`src/rtl/fetch_stage.sv`:
```
// Instruction-fetch front end: holds the fetch PC, issues word reads to a
// variable-latency instruction memory over a req/ack handshake, buffers the
// returned words in a 2-entry FIFO and presents the head entry to the F/D latch.
module fetch_stage #(
  parameter logic [31:0] RESET_PC = 32'h0000_0000,
  parameter int unsigned ADDR_W   = 12
) (
  input  logic              clock,
  input  logic              reset,
  output logic              imem_req,
  output logic [ADDR_W-1:0] imem_addr,
  input  logic              imem_ack,
  input  logic [31:0]       imem_rdata,
  input  logic              stall,
  input  logic              redirect,
  input  logic [31:0]       redirect_pc,
  output logic              fd_valid,
  output logic [31:0]       fd_insn,
  output logic [31:0]       fd_pc_plus_1,
  output logic              fd_enable
);

  // StWait: a request is in flight and its data is wanted.
  // StDrop: a request is in flight but a redirect made its data stale.
  typedef enum logic [1:0] {
    StIdle = 2'd0,
    StWait = 2'd1,
    StDrop = 2'd2
  } state_e;

  state_e            state_q, state_d;
  logic [31:0]       pc_q, pc_d;
  logic              req_q, req_d;
  logic [ADDR_W-1:0] addr_q, addr_d;
  logic [1:0]        count_q, count_d;

  // Queue storage: slot 0 is always the head, slot 1 the tail.
  logic [31:0]       head_insn_q, head_insn_d;
  logic [31:0]       head_pcp1_q, head_pcp1_d;
  logic [31:0]       tail_insn_q, tail_insn_d;
  logic [31:0]       tail_pcp1_q, tail_pcp1_d;

  logic              pop;
  logic              push;
  logic [31:0]       pc_inc;
  logic [1:0]        count_post;

  // Queue control: pop, push and the occupancy after this edge.
  always_comb begin
    pop    = (count_q != 2'd0) && !stall && !redirect;
    // In StWait the issued address always equals pc_q, so pc_q is the
    // address of the word returning with this ack.
    push   = (state_q == StWait) && imem_ack && !redirect;
    pc_inc = pc_q + 32'd1;
    if (redirect) begin
      count_post = 2'd0;
    end else begin
      count_post = count_q - {1'b0, pop} + {1'b0, push};
    end
  end

  // Fetch state machine: next PC, request and address.
  always_comb begin
    state_d = state_q;
    pc_d    = pc_q;
    req_d   = req_q;
    addr_d  = addr_q;
    case (state_q)
      StIdle: begin
        if (redirect) begin
          pc_d = redirect_pc;
        end
        if (count_post < 2'd2) begin
          state_d = StWait;
          req_d   = 1'b1;
          addr_d  = pc_d[ADDR_W-1:0];
        end
      end
      StWait: begin
        if (imem_ack) begin
          if (redirect) begin
            // Returned word is stale; reissue straight to the new target.
            pc_d   = redirect_pc;
            addr_d = redirect_pc[ADDR_W-1:0];
          end else begin
            pc_d = pc_inc;
            if (count_post < 2'd2) begin
              addr_d = pc_inc[ADDR_W-1:0];
            end else begin
              state_d = StIdle;
              req_d   = 1'b0;
            end
          end
        end else if (redirect) begin
          // Request must stay stable until its ack, so park in StDrop.
          pc_d    = redirect_pc;
          state_d = StDrop;
        end
      end
      StDrop: begin
        if (redirect) begin
          pc_d = redirect_pc;
        end
        if (imem_ack) begin
          state_d = StWait;
          addr_d  = pc_d[ADDR_W-1:0];
        end
      end
      default: begin
        state_d = StIdle;
        req_d   = 1'b0;
      end
    endcase
  end

  // Queue data movement; contents are don't-care once count drops to zero.
  always_comb begin
    head_insn_d = head_insn_q;
    head_pcp1_d = head_pcp1_q;
    tail_insn_d = tail_insn_q;
    tail_pcp1_d = tail_pcp1_q;
    count_d     = count_post;
    if (!redirect) begin
      case ({push, pop})
        2'b10: begin
          if (count_q == 2'd0) begin
            head_insn_d = imem_rdata;
            head_pcp1_d = pc_inc;
          end else begin
            tail_insn_d = imem_rdata;
            tail_pcp1_d = pc_inc;
          end
        end
        2'b01: begin
          head_insn_d = tail_insn_q;
          head_pcp1_d = tail_pcp1_q;
        end
        2'b11: begin
          if (count_q == 2'd1) begin
            head_insn_d = imem_rdata;
            head_pcp1_d = pc_inc;
          end else begin
            head_insn_d = tail_insn_q;
            head_pcp1_d = tail_pcp1_q;
            tail_insn_d = imem_rdata;
            tail_pcp1_d = pc_inc;
          end
        end
        default: begin
        end
      endcase
    end
  end

  // State registers with synchronous active-low reset.
  always_ff @(posedge clock) begin
    if (!reset) begin
      state_q     <= StIdle;
      pc_q        <= RESET_PC;
      req_q       <= 1'b0;
      addr_q      <= RESET_PC[ADDR_W-1:0];
      count_q     <= 2'd0;
      head_insn_q <= 32'd0;
      head_pcp1_q <= 32'd0;
      tail_insn_q <= 32'd0;
      tail_pcp1_q <= 32'd0;
    end else begin
      state_q     <= state_d;
      pc_q        <= pc_d;
      req_q       <= req_d;
      addr_q      <= addr_d;
      count_q     <= count_d;
      head_insn_q <= head_insn_d;
      head_pcp1_q <= head_pcp1_d;
      tail_insn_q <= tail_insn_d;
      tail_pcp1_q <= tail_pcp1_d;
    end
  end

  // Outputs: registered except fd_enable; an empty queue presents a nop.
  always_comb begin
    imem_req     = req_q;
    imem_addr    = addr_q;
    fd_valid     = (count_q != 2'd0);
    fd_insn      = fd_valid ? head_insn_q : 32'd0;
    fd_pc_plus_1 = fd_valid ? head_pcp1_q : 32'd0;
    fd_enable    = !stall;
  end

endmodule

```
`config.mk`:
```
export PLATFORM = sky130hd
export DESIGN_NAME = fetch_stage
export DESIGN_NICKNAME = d
export VERILOG_FILES = /design/src/rtl/fetch_stage.sv
export SDC_FILE = /design/constraint.sdc
export NUM_CORES = 1
export LEC_CHECK = 0
export ABC_AREA = 1
export BUFFER_PORTS_ARGS = -buffer_cell sky130_fd_sc_hd__buf_2
export CAP_MARGIN = 20
export CORE_UTILIZATION = 40
export CTS_BUF_LIST = sky130_fd_sc_hd__clkbuf_4 sky130_fd_sc_hd__clkbuf_8
export CTS_CLUSTER_SIZE = 12
export DETAILED_ROUTE_END_ITERATION = 10
export GPL_ROUTABILITY_DRIVEN = 0
export SLEW_MARGIN = 25
export SYNTH_ARGS = -nofsm -noshare
export SYNTH_HDL_FRONTEND = slang
export SYNTH_SLANG_ARGS = --single-unit
export TNS_END_PERCENT = 30
```
`constraint.sdc`:
```
create_clock -name clock -period 3.7 [get_ports clock]
set_clock_uncertainty 0.1 [all_clocks]
set_input_delay 0.925 -clock clock [delete_from_list [all_inputs] [get_ports clock]]
set_output_delay 0.925 -clock clock [all_outputs]
set_load 0.03 [all_outputs]
```
Word level (Yosys, flattened, before mapping)
Cells that the tools add are included.
{ "word_totals": {"elab_cells": 89, "regBits": 177} }
{ "op_classes": {"n_mux": 37, "n_reduce_logical": 19, "n_eq_ne": 18, "addsub": 3, "order_cmp": 1, "bitwise_logic": 2} }
{ "ops": {"columns": ["op", "count"], "rows": [
  ["$mux W32", 13],
  ["$pmux W32 S2", 3],
  ["$pmux W32 S3", 2],
  ["$mux W12", 5],
  ["$pmux W12 S3", 1],
  ["$add A32 B1 Y32 const B", 1],
  ["$ne A2 B2 Y1 const B", 8],
  ["$reduce_and A5 Y1", 3],
  ["$mux W2", 7],
  ["$ne A3 B3 Y1 const B", 3],
  ["$eq A2 B1 Y1 const B", 3],
  ["$eq A2 B2 Y1 const B", 3],
  ["$pmux W2 S3", 1],
  ["$reduce_bool A2 Y1", 3],
  ["$reduce_bool A3 Y1", 2],
  ["$logic_and A1 B1 Y1", 4],
  ["$logic_not A2 Y1", 2],
  ["$mux W1", 4],
  ["$reduce_and A4 Y1", 1],
  ["$ne A3 B2 Y1 const B", 1],
  ["$pmux W1 S3", 1],
  ["$reduce_and A3 Y1", 1],
  ["$add A2 B1 Y2", 1],
  ["$logic_not A1 Y1", 2],
  ["4 further kinds", 5]
]} }

Longest topological paths before layout
{ "depth": {"ltp_word": 11, "depth_mapped": 18, "mapped_depth_nobuf": 15} }

Worst setup path after synthesis
OpenSTA, ideal clock, no wires.
{ "synth_path": {"path_kind": "input to register", "from": "input port stall", "to": "register addr_q[2], in the netlist imem_addr[2]", "setup_slack_ns": 0.540, "path_stages": 16, "t_arrival_ns": 2.944, "setup_time_ns": 0.116, "n_path_buf": 3, "path_cell_list": "inv_1 -> nand3_2 -> inv_2 -> buf_4 -> buf_2 -> ha_1 -> inv_1 -> ha_1 -> nand3_1 -> nand3_2 -> inv_1 -> nand2_1 -> nand2_2 -> buf_4 -> o21ai_0 -> nor2_1"} }
{ "synth_between": {"elab_chain_len": 9, "word_cells_on_any_way": 10, "cone_classes": "2 x add/sub; 1 x order compare; 2 x eq/ne; 1 x mux; 4 x reduce/logical"} }
{ "synth_rtl": {"columns": ["element", "line_no", "text"], "rows": [
  ["start: declaration", "14", "input logic stall,"],
  ["$logic_not A1 Y1 *", "50", "pop = (count_q != 2'd0) && !stall && !redirect;"],
  ["$logic_and A1 B1 Y1 * (2 in a row)", "50", null],
  ["$sub A2 B1 Y2 *", "58", "count_post = count_q - {1'b0, pop} + {1'b0, push};"],
  ["$add A2 B1 Y2 *", "58", null],
  ["$mux W2 *", "55", "if (redirect) begin"],
  ["$lt A2 B2 Y1 *", "73, 87", null],
  ["$ne A3 B2 Y1 (no line) or $ne A2 B2 Y1 (tied branches)", null, null],
  ["$reduce_and A5 Y1 (no line) *", null, null],
  ["end signal: assignment", "161", "addr_q <= RESET_PC[ADDR_W-1:0];"],
  ["end signal: assignment", "171", "addr_q <= addr_d;"],
  ["end: declaration", "34", "logic [ADDR_W-1:0] addr_q, addr_d;"]
]} }
Every way passes the cells marked *; elsewhere a longest branch is shown, timed or not.
A chain may end at the register's enable or synchronous reset.

Worst setup path after layout
{ "layout_path": {"from": "register count_q[1]", "to": "output port fd_pc_plus_1[10]"} }
{ "layout_between": {"elab_chain_len": 2} }
{ "layout_rtl": {"columns": ["element", "line_no", "text"], "rows": [
  ["start: declaration", "35", "logic [1:0] count_q, count_d;"],
  ["start signal: assignment", "172", "count_q <= count_d;"],
  ["$reduce_bool A2 Y1", "184", "fd_valid = (count_q != 2'd0);"],
  ["$mux W32", "186", "fd_pc_plus_1 = fd_valid ? head_pcp1_q : 32'd0;"],
  ["end: declaration", "19", "output logic [31:0] fd_pc_plus_1,"]
]} }
No other way between the ends.

==> qor.csv <==
stage,metric,value,unit
run_status,outcome,"complete, no violations",
timing,hold_viol_final,0,
yosys,seq_area_frac_synth,37.4,%
clocking,path_clk_slew,110,ps
global_route,antenna_found_initial,0,
yosys,synth_top_area_share,37.4,%
final_layout,post_route_cells_drive_above_1_share,16.9,%
global_route,grt_remaining_overflow,0,
routing,vias_per_cell,4.95,
min_path,hold_start,imem_addr[4],
yosys,synth_commonest_cells,"223 x nand2_1, 212 x inv_1, 184 x nor2_1, 177 x dfxtp_1, 173 x o21ai_0",
worst_setup_path,r2r_setup_slack,1060,ps
final_layout,area_growth,14.3,%
timing,timing.fmax,0.328,GHz
min_path,whs_path_depth,2,
placement,dp_slack,444,ps
routing,routedWlPerCell,14.6,µm
placement,io_buffers,147,
floorplan,core_region_area,0.0229,mm²
yosys,async_flop_share,0,%
job,maxCapViolCount,0,
final_layout,fin_nets,1618,
pwr,p_leak,5.04,nW
clocking,h-tree-depth,4,
clocking,post_cts_resized,0,
worst_setup_path,worstSetupPathType,flop to output pin,
routing,route.detailed.drc,0,
clocking,clock_latency,480,ps
placement,dp.cells,1837,
timing,min_period,3040,ps
timing,fin_ws,655,ps
yosys,synth_area_leaders,"dfxtp_1 37%, o21ai_0 9.1%, nand2_1 8.8%",
floorplan,die_h,156,µm
timing,drv_slew,0,
clocking,cts-buffers-inserted,17,
timing,fin_setup_tns,0,ps
timing,rsz0062_at_grt,no,
worst_setup_path,crit_fanout,25,
pwr,p_clk_share,34.2,%
global_route,grt_use_total,22.7,%
yosys,ys.warnings.count,0,
final_layout,antennaDiodeCount,0,
yosys,avgSynthCellArea,6.58,µm²
worst_setup_path,rr_startpoint,state_q[0],
worst_setup_path,cp-end-kind,output pin,
clocking,cts_sinks,177,
placement,hpwlAfterDp,18600,µm
global_route,grt_pass1_wl,43700,µm
clocking,cts-root-buf,clkbuf_8,
routing,finalWirelength,27200,µm
clocking,clockBufferDepth,2,
yosys,synth_fp_nets,1515,
worst_setup_path,worstPathRequired,2670,ps
timing,tightest_slew,943,ps
yosys,synth_seq_cells,177,
global_route,grt_pass1_vias,8473,
yosys,syn_area,0.00947,mm²
routing,dr.pass1.iters,5,
worst_setup_path,arrival,2020,ps
pwr,switching_power,1.29,mW
pwr,p_comb_share,14.3,%
routing,drtIter0Drc,745,
floorplan,die_x,156,µm
placement,post_dp_cell_area,0.0104,mm²
clocking,postCtsHoldBufs,0,
min_path,min_to,imem_addr[4],
floorplan,die-area,0.0243,mm²
floorplan,io_pins,148,
pwr,internal_power,2.68,mW
yosys,syn_inst,1440,
floorplan,initial_core_util,41.3,%
global_route,grt_start_max_net_pins,95,
pwr,swShare,32.5,%
pwr,finalPower,3.97,mW
worst_setup_path,worstReg2RegEnd,imem_addr[1],
pwr,pwr-share-seq,51.5,%
clocking,cts_tree,yes,
floorplan,num_rows,55,
timing,fin_crit_sh,82.3,%
pwr,vdd_ir_drop_max,0.000212,V
yosys,yosysUniqueCellTypes,38,
yosys,yosys.cell_count.top_type,nand2_1,
clocking,cts_setup_buffers,0,
yosys,synth-edff-count,0,
worst_setup_path,reg2reg_depth,13,
worst_setup_path,critical_path.startpoint_type,flop,
min_path,hp-class,flop to flop,
yosys,yosys.area.top_type,dfxtp_1,
pwr,power.density,367,mW/mm²
yosys,synth_ff_type,dfxtp_1,
timing,maxSlewHeadroom,37.1,%
final_layout,final_area,0.0108,mm²
routing,final_antenna_net_count,0,
timing,setup_viol,0,
final_layout,fin_cells,1869,
routing,vias,9252,
cell families (layout without fill, tap and decap cells):
kind of cell,after synthesis,count (layout),synth area share [%]
and+or+nand+nor,544,544,25.0
AOI/OAI and AO/OA,396,396,22.4
adders and majority gates,6,6,0.793
buffers and inverters,308,424,13.1
xor gates and xnor gates,9,9,1.31
DFF,177,177,37.4
power groups by stage:
stage	logic, mW	clock network [mW]	registers, mW
floorplan	0.355	0	2.11
global placement	0.564	0	2.09
detailed placement	0.565	0	2.09
CTS	0.568	1.39	2.05
global route	0.638	1.47	2.06
finish	0.568	1.36	2.05
cell usage in the layout (no fill, tap or decap), types with 2 or more instances in the layout:
cell type   netlist  final
buf_4            10     19
a21oi_2           3      3
buf_2            32    147
o21ai_1          19     19
nand3_2           5      5
nand2_4           2      2
and2_1            3      3
ha_1              6      6
xor2_2            6      6
clkinvlp_4        0      2
nand4_1           7      7
inv_6             0      4
inv_1           212    211
nor2_2            6      6
a21oi_1         139    139
clkinv_8          0      3
nor2_4            9      9
o211ai_1          3      3
nand3b_1          4      4
xor2_1            2      2
buf_12            0      4
nand2_1         223    222
nor2_1          184    184
nand2_2          15     16
a31oi_1          27     27
inv_8             0      5
o21ai_0         173    173
o21a_1            3      3
nand3_1          82     82
dfxtp_1         177    177
a22oi_1          17     17
clkbuf_8          0     17
nor3_1            3      3
inv_2            10     11
a211oi_1          7      7
state kept, by name, summed over array words and instances, names as in the netlist:
register / flops
imem_addr: 12
count_q: 2
imem_req: 1
head_pcp1_q: 32
tail_pcp1_q: 32
head_insn_q: 32
tail_insn_q: 32
pc_q: 32
state_q: 2
through the flow:
| step | utilization, % | hold WS, ps |
|---|---|---|
| after global routing | 47.2 | 389 |
| after detailed placement | 45.5 | 360 |
| after floorplan | - | 356 |
| after global placement | 45.5 | 354 |
| final | 47.2 | 374 |
| after CTS | 47.2 | 376 |
layer usage:
| metal | global-route usage, % | routed length (µm) | part of all wire [%] |
|---|---|---|---|
| met3 | 3.06 | 1370 | 5.0 |
| met1 | 31.8 | 13300 | 49 |
| met2 | 36.0 | 12200 | 45 |
| met4 | 6.63 | 327 | 1.2 |
| met5 | 0 | 0 | 0 |
worst max path at each step:
stage / to / slack [ps] / startpoint / cells past startpoint
detailed placement: imem_addr[1] / 440 / imem_ack / 14
CTS: fd_pc_plus_1[6] / 610 / count_q[1] / 6
global route: fd_pc_plus_1[9] / 500 / count_q[1] / 6
floorplan: imem_addr[2] / 540 / stall / 16
global placement: imem_addr[2] / 500 / imem_ack / 14
finish: fd_pc_plus_1[10] / 660 / count_q[1] / 6
worst max-delay path, stage by stage, from the launching register on:
cell	delay (ps)
dfxtp_1	360
inv_2	80
nand2_2	100
inv_2	350
buf_4	350
nor2_1	120
buf_2	190
area by class of cell:
cell class / count / area, µm²
repair buffers: 170 / 958
well taps: 313 / 392
multi-input cells: 955 / 4700
clock inverters: 15 / 164
fillers: 2498 / 12100
flip-flops and latches: 177 / 3540
clock buffers: 17 / 234
inverters: 222 / 833
(Power assumes the default switching activity.)
